**src/rtl/multiword_adder_pkg.sv**
```systemverilog
// Shared types for the sequenced multi-word adder.
package multiword_adder_pkg;

  // Controller states: waiting for operands, adding one chunk per cycle,
  // holding the finished result until the consumer takes it.
  typedef enum logic [1:0] {
    ST_IDLE = 2'd0,
    ST_BUSY = 2'd1,
    ST_DONE = 2'd2
  } state_t;

  // Width of the chunk index. It is never narrower than one bit, so a
  // single-chunk build still gets a real counter and a non-wrapping compare.
  function automatic int idx_width(input int words);
    return (words > 1) ? $clog2(words) : 1;
  endfunction

endpackage

```
**src/rtl/multiword_adder_seq_ripple_adder.sv**
```systemverilog
// Narrow combinational ripple-carry adder reused once per chunk.
module ripple_adder #(
  parameter int N_BITS = 4
) (
  input  logic [N_BITS-1:0] a,
  input  logic [N_BITS-1:0] b,
  input  logic              cin,
  output logic              cout,
  output logic [N_BITS-1:0] sum
);

  // Carry chain; w_carry[i] is the carry into bit i.
  logic [N_BITS:0] w_carry;

  assign w_carry[0] = cin;

  for (genvar i = 0; i < N_BITS; i++) begin : g_bit
    assign sum[i]         = a[i] ^ b[i] ^ w_carry[i];
    assign w_carry[i + 1] = (a[i] & b[i]) | (w_carry[i] & (a[i] ^ b[i]));
  end

  assign cout = w_carry[N_BITS];

endmodule

```
**src/rtl/multiword_adder_seq.sv**
```systemverilog
// Wide adder that streams W = N_BITS*WORDS operands through one narrow
// ripple_adder, least-significant chunk first, carrying between cycles.
module multiword_adder_seq
  import multiword_adder_pkg::*;
#(
  parameter int N_BITS = 4,
  parameter int WORDS  = 4
) (
  input  logic                      clk,
  input  logic                      rst,
  input  logic                      in_valid,
  output logic                      in_ready,
  input  logic [N_BITS*WORDS-1:0]   a,
  input  logic [N_BITS*WORDS-1:0]   b,
  input  logic                      cin,
  output logic                      out_valid,
  input  logic                      out_ready,
  output logic [N_BITS*WORDS-1:0]   sum,
  output logic                      cout
);

  localparam int W     = N_BITS * WORDS;
  localparam int IDX_W = idx_width(WORDS);
  localparam logic [IDX_W-1:0] IDX_LAST = IDX_W'(WORDS - 1);

  state_t             r_state;
  state_t             w_state_nxt;
  logic [W-1:0]       r_a;
  logic [W-1:0]       r_b;
  logic [W-1:0]       r_sum;
  logic               r_carry;
  logic               r_cout;
  logic [IDX_W-1:0]   r_idx;

  logic [31:0]        w_base;
  logic [N_BITS-1:0]  w_a_chunk;
  logic [N_BITS-1:0]  w_b_chunk;
  logic [N_BITS-1:0]  w_sum_chunk;
  logic               w_cout_chunk;
  logic               w_last;
  logic               w_accept;

  // Handshake flags come straight from the state register, so neither has
  // a combinational path from in_valid or out_ready.
  assign in_ready  = (r_state == ST_IDLE);
  assign out_valid = (r_state == ST_DONE);
  assign w_accept  = in_ready && in_valid;
  assign w_last    = (r_idx == IDX_LAST);

  // Select the current chunk of each captured operand.
  assign w_base    = 32'(r_idx) * 32'(N_BITS);
  assign w_a_chunk = r_a[w_base +: N_BITS];
  assign w_b_chunk = r_b[w_base +: N_BITS];

  ripple_adder #(
    .N_BITS (N_BITS)
  ) u_ripple_adder (
    .a    (w_a_chunk),
    .b    (w_b_chunk),
    .cin  (r_carry),
    .cout (w_cout_chunk),
    .sum  (w_sum_chunk)
  );

  // State register; reset wins over every handshake.
  always_ff @(posedge clk) begin
    // NOTE: sequential state uses non-blocking assignments so every register
    // samples pre-edge values regardless of statement order.
    if (rst) r_state <= ST_IDLE;
    else     r_state <= w_state_nxt;
  end

  // Next-state decode: accept in IDLE, walk chunks in BUSY, wait in DONE.
  always_comb begin
    // NOTE: default first so no path through the case leaves w_state_nxt
    // unassigned, which would otherwise infer a latch.
    w_state_nxt = r_state;
    unique case (r_state)
      ST_IDLE: if (w_accept)  w_state_nxt = ST_BUSY;
      ST_BUSY: if (w_last)    w_state_nxt = ST_DONE;
      ST_DONE: if (out_ready) w_state_nxt = ST_IDLE;
      default:                w_state_nxt = ST_IDLE;
    endcase
  end

  // Datapath: capture operands, then fold one chunk result per BUSY cycle.
  always_ff @(posedge clk) begin
    // NOTE: every register here is reset, including the operand copies; an
    // aborted operation must leave a cleared sum, and the cost is trivial.
    if (rst) begin
      r_a     <= '0;
      r_b     <= '0;
      r_sum   <= '0;
      r_carry <= 1'b0;
      r_cout  <= 1'b0;
      r_idx   <= '0;
    end else begin
      unique case (r_state)
        ST_IDLE: begin
          if (w_accept) begin
            r_a     <= a;
            r_b     <= b;
            r_carry <= cin;
            r_idx   <= '0;
          end
        end
        ST_BUSY: begin
          r_sum[w_base +: N_BITS] <= w_sum_chunk;
          r_carry                 <= w_cout_chunk;
          if (w_last) begin
            r_cout <= w_cout_chunk;
            r_idx  <= '0;
          end else begin
            r_idx  <= r_idx + IDX_W'(1);
          end
        end
        default: ;
      endcase
    end
  end

  assign sum  = r_sum;
  assign cout = r_cout;

endmodule
```
**config.mk**
```make
export PLATFORM = sky130hd
export DESIGN_NAME = multiword_adder_seq
export DESIGN_NICKNAME = d
export VERILOG_FILES = /design/src/rtl/multiword_adder_pkg.sv /design/src/rtl/multiword_adder_seq_ripple_adder.sv /design/src/rtl/multiword_adder_seq.sv
export SDC_FILE = /design/constraint.sdc
export NUM_CORES = 1
export LEC_CHECK = 0
export ABC_AREA = 0
export CAP_MARGIN = 20
export CORE_MARGIN = 5
export CORE_UTILIZATION = 49
export DETAILED_ROUTE_END_ITERATION = 8
export GPL_TIMING_DRIVEN = 0
export PLACE_DENSITY = 0.87
export SLEW_MARGIN = 20
export SYNTH_ARGS = -nofsm -noshare
export SYNTH_HDL_FRONTEND = slang
export SYNTH_SLANG_ARGS = --single-unit
```
**constraint.sdc**
```tcl
create_clock -name clk -period 3.6 [get_ports clk]
set_input_delay 0.36 -clock clk [delete_from_list [all_inputs] [get_ports clk]]
set_output_delay 0.36 -clock clk [all_outputs]
set_load 0.05 [all_outputs]
```
==> flow_summary.yaml, run 1 <==
worst_setup_path:
  cp.required_ns: 3.81
  critPathMaxStageDelay_ns: 0.59
  cp_max_fo: 10
  cpMostUsedCell: "fa_1"
  crit_slowest_cell: "fa_1"
  critical_path_class: "reg -> reg"
  crit_chain: "buf_4 > mux4_2 > fa_1 > inv_1 > fa_1 > fa_1 > inv_1 > fa_1 > inv_1 > o32ai_1"
  critical_path_buf_inv_count: 4
  worstPathArrival_ns: 3.46
  critPathTopFamily: "adder cells"
  startpoint_type: "flip-flop"
  end_kind: "flip-flop"
synthesis:
  yosysSeqAreaShare_pct: 44.7
  ys_ff_latch: 54
  synthFlopType: "dfxtp_1"
  synth.area.top_cells: "dfxtp_1, nand2_1, a21oi_1, mux4_2, a32oi_1"
  syn_avg_cell_area_um2: 9.00
  synth_edf_count: 0
  yosys_warnings: 0
  syn_inst: 269
  syn_nets: 316
  synth_top_area_share_pct: 44.7
  ys_types: 29
  synthArstFlopShare_pct: 0
  syn_area_mm2: 0.00242
  yosysTopAreaCell: "dfxtp_1"
die:
  die_height_um: 80.3
  start_util_pct: 50.9
  ios: 56
  core-area_mm2: 0.00475
  dieArea_mm2: 0.00644
  num_rows: 25
  die_w_um: 80.3
grt:
  grtUsageTotal_pct: 18.8
  grt_pass1_wl_mm: 9.35
  antenna_found_initial: 0
  overflow: 0
  grt_pass1_vias: 2050
  grt_max_degree: 15
clocking:
  clock_sinks: 54
  cts_setup_buffers: 0
  hold_buffers: 0
  cts_made_buffers: 5
  cts_tree: "done"
  clkTransAtPathRegs_ns: 0.09
  clockBufferDepth: 2
  htree_levels: 2
  cts_root_buffer: "clkbuf_8"
  clk-insertion-delay-late_ns: 0.30
  cts.repair.resized: 0
sta:
  finClkSkew_ns: 0.00673
  setup_viol: 0
  fin_crit_sh_pct: 90.3
  tightest_slew_ns: 0.504
  setup_ws_ns: 0.350
  tns_ns: 0
  hold_viol: 0
  rsz0062_at_grt: "no"
  relSlewSlack_pct: 66.4
  slew_viol_final: 0
  layout_min_cycle_time_ns: 3.25
  fmax_mhz: 308
route:
  dr_total_vias: 2188
  antenna_left: 0
  wl_per_cell_um: 14.7
  finalWirelength_mm: 5.85
  drcViolationCount: 0
  vias_per_cell: 5.50
  dr.pass1.iters: 5
  drt-initial-drc-count: 212
placement:
  numPortBuffers: 55
  dp_worst_setup_slack_ns: 0.402
  hpwl_mm: 4.49
  gp_congestion: 0.889
pwr:
  p_leak_nw: 1.16
  p_per_area_mw_per_mm2: 370
  vdd_drop_max_uv: 293
finish:
  syn_to_final_growth_pct: 29.4
  num-nets-final: 378
  antenna-diode-count: 0
  layout-drive-gt1-share_pct: 7.85
status:
  status: "completed"
flow_run:
  drv_cap: 0
min_path:
  hold_class: "reg -> reg"
metal layers:
layer | share of wire [%] | global-route usage (%)
met4 | 2.8 | 8.61
met3 | 6.7 | 3.14
met5 | 0 | 0
met1 | 40 | 23.5
met2 | 50 | 31.5
cell usage in the layout (no fill, tap or decap), types with 2 or more instances in the layout:
cell / instances
nor2_1: 14
nor2b_1: 2
clkbuf_1: 8
fa_1: 4
inv_1: 16
nand4_1: 5
nor3b_2: 2
buf_6: 3
ha_1: 6
buf_2: 7
mux2i_1: 2
a32oi_1: 10
a21oi_1: 38
and3_1: 2
nand3b_1: 4
dfxtp_1: 54
nand2_1: 68
clkdlybuf4s50_1: 55
nand2b_1: 5
clkbuf_8: 5
mux4_2: 8
o32ai_1: 4
cell type report:
class / count / area, um2
Buffer: 17 / 98.8
Clock buffer: 7 / 76.3
Fill cell: 402 / 1620
Inverter: 16 / 60.1
Multi-Input combinational cell: 182 / 1180
Sequential cell: 54 / 1080
Tap cell: 67 / 83.8
Timing Repair Buffer: 55 / 551
per-stage QoR:
step / total power, mW / std cells / hold slack [ns] / area [um2] / utilization (%)
2_1_floorplan: 0.769 / 269 / 0.433 / 2420 / -
4_1_cts: 1.15 / 398 / 0.456 / 3130 / 65.8
6_report: 1.16 / 398 / 0.456 / 3130 / 65.8
3_5_place_dp: 0.853 / 391 / 0.444 / 3050 / 64.2
3_3_place_gp: 0.847 / 391 / 0.438 / 3050 / 64.2
5_1_grt: 1.20 / 398 / 0.482 / 3130 / 65.8
cells in the mapped netlist, drive strengths merged (3+ instances only):
cell type and count:
a21oi 38, ha 6, o32ai 4, a32oi 10, fa 4, nand2b 5, nand4 5, nand3b 4
clkbuf 6, nand2 68, mux4 8, dfxtp 54, buf 11, nor2 14, inv 16, nor3b 3
logic make-up (layout without fill, tap and decap cells):
group | after synthesis | in the layout | synth area share, %
compound gates | 55 | 55 | 13.9
fa+ha+maj | 10 | 10 | 6.41
buf+inv | 33 | 95 | 6.57
flops | 54 | 54 | 44.7
mux | 10 | 10 | 8.27
simple gates | 107 | 107 | 20.2
worst min-delay path, delay by kind of cell, from the launching register on:
kind	cells	cell delay [ns]
AO/OA/AOI/OAI	1	0.05
flip-flops	1	0.32
AND/OR/NAND/NOR	1	0.05
flip-flops by register name, summed over array words and instances (netlist names):
signal and cells:
r_a 16, r_idx 2, cout 1, r_state 2, r_carry 1, r_b 16, sum 16
power breakdown:
group	switching, mW	internal, mW	total, mW
Clock	0.181	0.134	0.315
Combinational	0.107	0.0957	0.203
Sequential	0.0168	0.623	0.640
worst paths after layout:
path,start,depth (start not counted),to,slack [ns]
max,r_idx[0],10,sum[3],0.35
min,sum[11],2,sum[11],0.46
max reg2reg,r_idx[0],10,sum[3],0.35
min reg2reg,sum[11],2,sum[11],0.46
No activity file was read; power rests on OpenSTA's default activity.
==> run 2, diff against run 1 <==
--- a/config.mk
+++ b/config.mk
@@ -12,6 +12,7 @@
 export DETAILED_ROUTE_END_ITERATION = 8
 export GPL_TIMING_DRIVEN = 0
 export PLACE_DENSITY = 0.87
+export RECOVER_POWER = 100
 export SLEW_MARGIN = 20
 export SYNTH_ARGS = -nofsm -noshare
 export SYNTH_HDL_FRONTEND = slang
==> run 2 against run 1 <==
Worst setup slack worse by 0.0010 ns. Power shrank 0.56%. Clock power about the same. Sequential cell count stayed put. Combinational power down 3%. Clock-buffer cell count did not move. Wire length fell by 0.38%. Die area unchanged. First-iteration DRC count down 6.1%. Design area is 0.80% lower. Utilization down 0.53 points. Fmax hardly changed. Critical endpoint unchanged. Largest power group unchanged.
==> flow_summary.yaml, run 2 (synthesis gave the netlist of run 1 again) <==
min_path:
  hold_class: "reg -> reg"
grt:
  antenna_found_initial: 0
  grt_pass1_vias: 2050
  grt_max_degree: 15
  grtUsageTotal_pct: 18.8
  overflow: 0
  grt_pass1_wl_mm: 9.35
die:
  start_util_pct: 50.9
  core-area_mm2: 0.00475
  num_rows: 25
  die_height_um: 80.3
  ios: 56
  die_w_um: 80.3
  dieArea_mm2: 0.00644
worst_setup_path:
  crit_slowest_cell: "fa_1"
  critical_path_class: "reg -> reg"
  cp_max_fo: 10
  end_kind: "flip-flop"
  crit_chain: "buf_4 > mux4_2 > fa_1 > inv_1 > fa_1 > fa_1 > inv_1 > fa_1 > inv_1 > o32ai_1"
  worstPathArrival_ns: 3.46
  cp.required_ns: 3.81
  startpoint_type: "flip-flop"
  critPathMaxStageDelay_ns: 0.58
  cpMostUsedCell: "fa_1"
clocking:
  clkTransAtPathRegs_ns: 0.09
  clock_sinks: 54
  cts.repair.resized: 0
  cts_setup_buffers: 0
  cts_made_buffers: 5
  cts_tree: "done"
  clockBufferDepth: 2
  htree_levels: 2
  clk-insertion-delay-late_ns: 0.30
  hold_buffers: 0
  cts_root_buffer: "clkbuf_8"
route:
  vias_per_cell: 5.46
  drt-initial-drc-count: 199
  wl_per_cell_um: 14.7
  drcViolationCount: 0
  antenna_left: 0
  dr_total_vias: 2174
  dr.pass1.iters: 4
  finalWirelength_mm: 5.83
finish:
  layout-drive-gt1-share_pct: 5.74
  antenna-diode-count: 0
  multi_input_area_mm2: 0.00117
  layout_common_cells: "nand2_1, dfxtp_1, a21oi_1"
  mostFrequentLayoutCell: "nand2_1"
  fillers: 411
  regArea_mm2: 0.00108
  num-nets-final: 378
  syn_to_final_growth_pct: 28.3
placement:
  hpwl_mm: 4.49
  dp_worst_setup_slack_ns: 0.402
  numPortBuffers: 55
  gp_congestion: 0.889
sta:
  tightest_slew_ns: 0.585
  tns_ns: 0
  fmax_mhz: 308
  layout_min_cycle_time_ns: 3.25
  hold_viol: 0
  rsz0062_at_grt: "no"
  setup_viol: 0
  finClkSkew_ns: 0.00608
  setup_ws_ns: 0.349
  fin_crit_sh_pct: 90.3
  relSlewSlack_pct: 60.9
  slew_viol_final: 0
pwr:
  p_leak_nw: 1.20
  p_per_area_mw_per_mm2: 371
  vdd_drop_max_uv: 292
flow_run:
  drv_cap: 0
status:
  status: "completed"
==> run 2: cell types whose count changed in the layout (fill, tap and decap cells not counted) <==
cell             before  now
buf_6                 3    1
buf_2                 7    3
dlygate4sd3_1         0   21
clkdlybuf4s50_1      55   34
nor3b_1               1    2
nor3b_2               2    1
clkbuf_1              8   14
==> run 2: metal layers <==
metal  GRT usage (%)  share of wire (%)  vias to the layer above
met5               0                  0                        -
li1                -                  -                     1043
met4            8.61                2.5                        0
met2            31.5                 50                       95
met1            23.5                 40                     1022
met3            3.14                7.5                       14
==> run 2: through the flow <==
| step | cells | cell area, um2 | power [mW] | hold WS, ns | utilization, % |
|---|---|---|---|---|---|
| 3_5_place_dp | 391 | 3050 | 0.853 | 0.444 | 64.2 |
| 3_3_place_gp | 391 | 3050 | 0.847 | 0.438 | 64.2 |
| 6_report | 398 | 3110 | 1.15 | 0.452 | 65.3 |
| 4_1_cts | 398 | 3130 | 1.15 | 0.456 | 65.8 |
| 5_1_grt | 398 | 3110 | 1.20 | 0.479 | 65.3 |
| 2_1_floorplan | 269 | 2420 | 0.769 | 0.433 | - |
==> run 2: worst max-delay path, delay by kind of cell (launching register included) <==
family,cells,cell delay [ns]
buffers and inverters,4,0.48
AO/OA/AOI/OAI,1,0.26
flip-flops,1,0.53
multiplexers,1,0.54
adder cells (fa/ha/maj),4,1.36
==> run 2: power by group <==
| part | switching [mW] | total (mW) | leakage, nW | internal, mW |
|---|---|---|---|---|
| registers | 0.0168 | 0.640 | 0.441 | 0.623 |
| clock network | 0.180 | 0.314 | 0.0383 | 0.134 |
| logic | 0.107 | 0.197 | 0.723 | 0.0905 |
==> run 2: layout make-up <==
| cell class | count | share of cell area (%) |
|---|---|---|
| multi-input cells | 182 | 37.8 |
| flip-flops and latches | 54 | 34.8 |
| inverters | 16 | 1.93 |
| plain buffers | 17 | 2.54 |
| well taps | 67 | 2.70 |
| repair buffers | 55 | 17.7 |
| clock buffers | 7 | 2.46 |
==> run 2: worst paths after layout <==
path	start	to	slack [ns]	depth (start not counted)
max	r_idx[0]	sum[3]	0.35	10
min reg2reg	sum[11]	sum[11]	0.45	2
min	sum[11]	sum[11]	0.45	2
max reg2reg	r_idx[0]	sum[3]	0.35	10
==> run 3, diff against run 2 <==
--- a/config.mk
+++ b/config.mk
@@ -7,12 +7,15 @@
 export LEC_CHECK = 0
 export ABC_AREA = 0
 export CAP_MARGIN = 20
+export CELL_PAD_IN_SITES_DETAIL_PLACEMENT = 1
+export CELL_PAD_IN_SITES_GLOBAL_PLACEMENT = 1
 export CORE_MARGIN = 5
-export CORE_UTILIZATION = 49
+export CORE_UTILIZATION = 37
 export DETAILED_ROUTE_END_ITERATION = 8
 export GPL_TIMING_DRIVEN = 0
-export PLACE_DENSITY = 0.87
+export PLACE_DENSITY = 0.88
 export RECOVER_POWER = 100
+export SKIP_CTS_REPAIR_TIMING = 1
 export SLEW_MARGIN = 20
 export SYNTH_ARGS = -nofsm -noshare
 export SYNTH_HDL_FRONTEND = slang
==> run 3 against run 2 <==
Register-to-register slack got worse by 0.03 ns. Die area increased by 28%. Sequential share of layout area decreased by 0.51 points. Sequential cell count unchanged. Design area increased by 1.5%. Critical path type unchanged. Critical endpoint unchanged. Largest power group unchanged.
==> flow_summary.yaml, run 3 (synthesis gave the netlist of run 1 again) <==
clocking:
  cts_root_buffer: "clkbuf_8"
  clk-insertion-delay-late_ns: 0.32
  clockBufferDepth: 2
  cts_tree: "done"
  htree_levels: 2
  clkTransAtPathRegs_ns: 0.09
  cts_made_buffers: 5
  clock_sinks: 54
worst_setup_path:
  critPathLaunch: "r_idx[0]"
  critical_path_class: "reg -> reg"
  cp_max_fo: 10
  crit_chain: "buf_4 > mux4_2 > fa_1 > inv_1 > fa_1 > fa_1 > inv_1 > fa_1 > inv_1 > o32ai_1"
  cp.required_ns: 3.82
  startpoint_type: "flip-flop"
  critical_path_buf_inv_count: 4
  critPathTopFamily: "adder cells"
  r2r_start: "r_idx[0]"
  end_kind: "flip-flop"
  crit_slowest_cell: "fa_1"
  worstPathArrival_ns: 3.50
  cpMostUsedCell: "fa_1"
  critPathMaxStageDelay_ns: 0.61
sta:
  slew_viol_final: 0
  fmax_mhz: 305
  relSlewSlack_pct: 55.0
  finClkSkew_ns: 0.0107
  fin_crit_sh_pct: 91.1
  tightest_slew_ns: 0.674
  setup_ws_ns: 0.321
  rsz0062_at_grt: "no"
  hold_viol: 0
  setup_viol: 0
  layout_min_cycle_time_ns: 3.28
  tns_ns: 0
placement:
  gp_congestion: 0.827
  dp_worst_setup_slack_ns: 0.329
  numPortBuffers: 55
  dpl_cell_area_mm2: 0.00307
  hpwl_mm: 4.96
grt:
  antenna_found_initial: 0
  grt_max_degree: 16
  overflow: 0
  grtUsageTotal_pct: 16.1
  grt_pass1_wl_mm: 10.8
  grt_pass1_vias: 2224
route:
  top_layer: "met4"
  m1WireLength_mm: 2.88
  vias_per_cell: 5.18
  finalWirelength_mm: 6.60
  met2_length_mm: 3.36
  wl_per_cell_um: 16.1
  routed-wl-met3_um: 269
  dr.pass1.iters: 4
  antenna_left: 0
  dr_total_vias: 2119
  drcViolationCount: 0
  drt-initial-drc-count: 78
finish:
  antenna-diode-count: 0
  fin_util_pct: 49.6
  stdcell_area_mm2: 0.00315
  layout_common_cells: "nand2_1, dfxtp_1, a21oi_1"
  fillers: 758
  mostFrequentLayoutCell: "nand2_1"
  layout-drive-gt1-share_pct: 6.63
  num-nets-final: 378
  syn_to_final_growth_pct: 30.2
die:
  die_w_um: 90.9
  start_util_pct: 38.1
  ios: 56
  num_rows: 29
  die_height_um: 90.9
  core-area_mm2: 0.00635
  dieArea_mm2: 0.00826
status:
  status: "completed"
min_path:
  hold_class: "reg -> reg"
  worstHoldStart: "sum[9]"
pwr:
  p_leak_nw: 1.22
  power_mw: 1.23
  p_per_area_mw_per_mm2: 391
  vdd_drop_max_uv: 162
flow_run:
  drv_cap: 0
## run 3: changes by cell type in the layout (fill, tap and decap cells not counted)
cell,change
clkbuf_8,+3
clkbuf_1,-2
## run 3: worst paths after layout
path / cells past startpoint / slack, ns / endpoint
max: 10 / 0.32 / sum[3]
min: 2 / 0.45 / sum[9]
min reg2reg: 2 / 0.45 / sum[9]
max reg2reg: 10 / 0.32 / sum[3]
## run 3: worst reg2reg max path, stage by stage, from the launching register on
cell and delay [ns]:
dfxtp_1 0.52, buf_4 0.28, mux4_2 0.55, fa_1 0.41, inv_1 0.09, fa_1 0.18
fa_1 0.16, inv_1 0.05, fa_1 0.61, inv_1 0.07, o32ai_1 0.27
## run 3: area by class of cell
class | instances | area [um2] | area share [%]
Inverter | 16 | 60.1 | 1.91
Timing Repair Buffer | 55 | 551 | 17.5
Sequential cell | 54 | 1080 | 34.3
Clock buffer | 8 | 110 | 3.49
Buffer | 17 | 78.8 | 2.50
Tap cell | 77 | 96.3 | 3.06
Multi-Input combinational cell | 182 | 1170 | 37.3
## run 3: through the flow
stage | hold slack [ns] | cells
4_1_cts | 0.460 | 409
5_1_grt | 0.480 | 409
3_5_place_dp | 0.447 | 401
6_report | 0.453 | 409
3_3_place_gp | 0.439 | 401
2_1_floorplan | 0.433 | 269
## run 3: metal layers
layer	up-vias	track usage (%)
li1	1049	-
met1	1019	20.1
met2	43	27.6
met3	8	3.33
met4	0	5.26
met5	-	0
## run 3: report_power, final
| part | internal [mW] | switching (mW) |
|---|---|---|
| Clock | 0.195 | 0.196 |
| Combinational | 0.0907 | 0.112 |
| Sequential | 0.623 | 0.0161 |
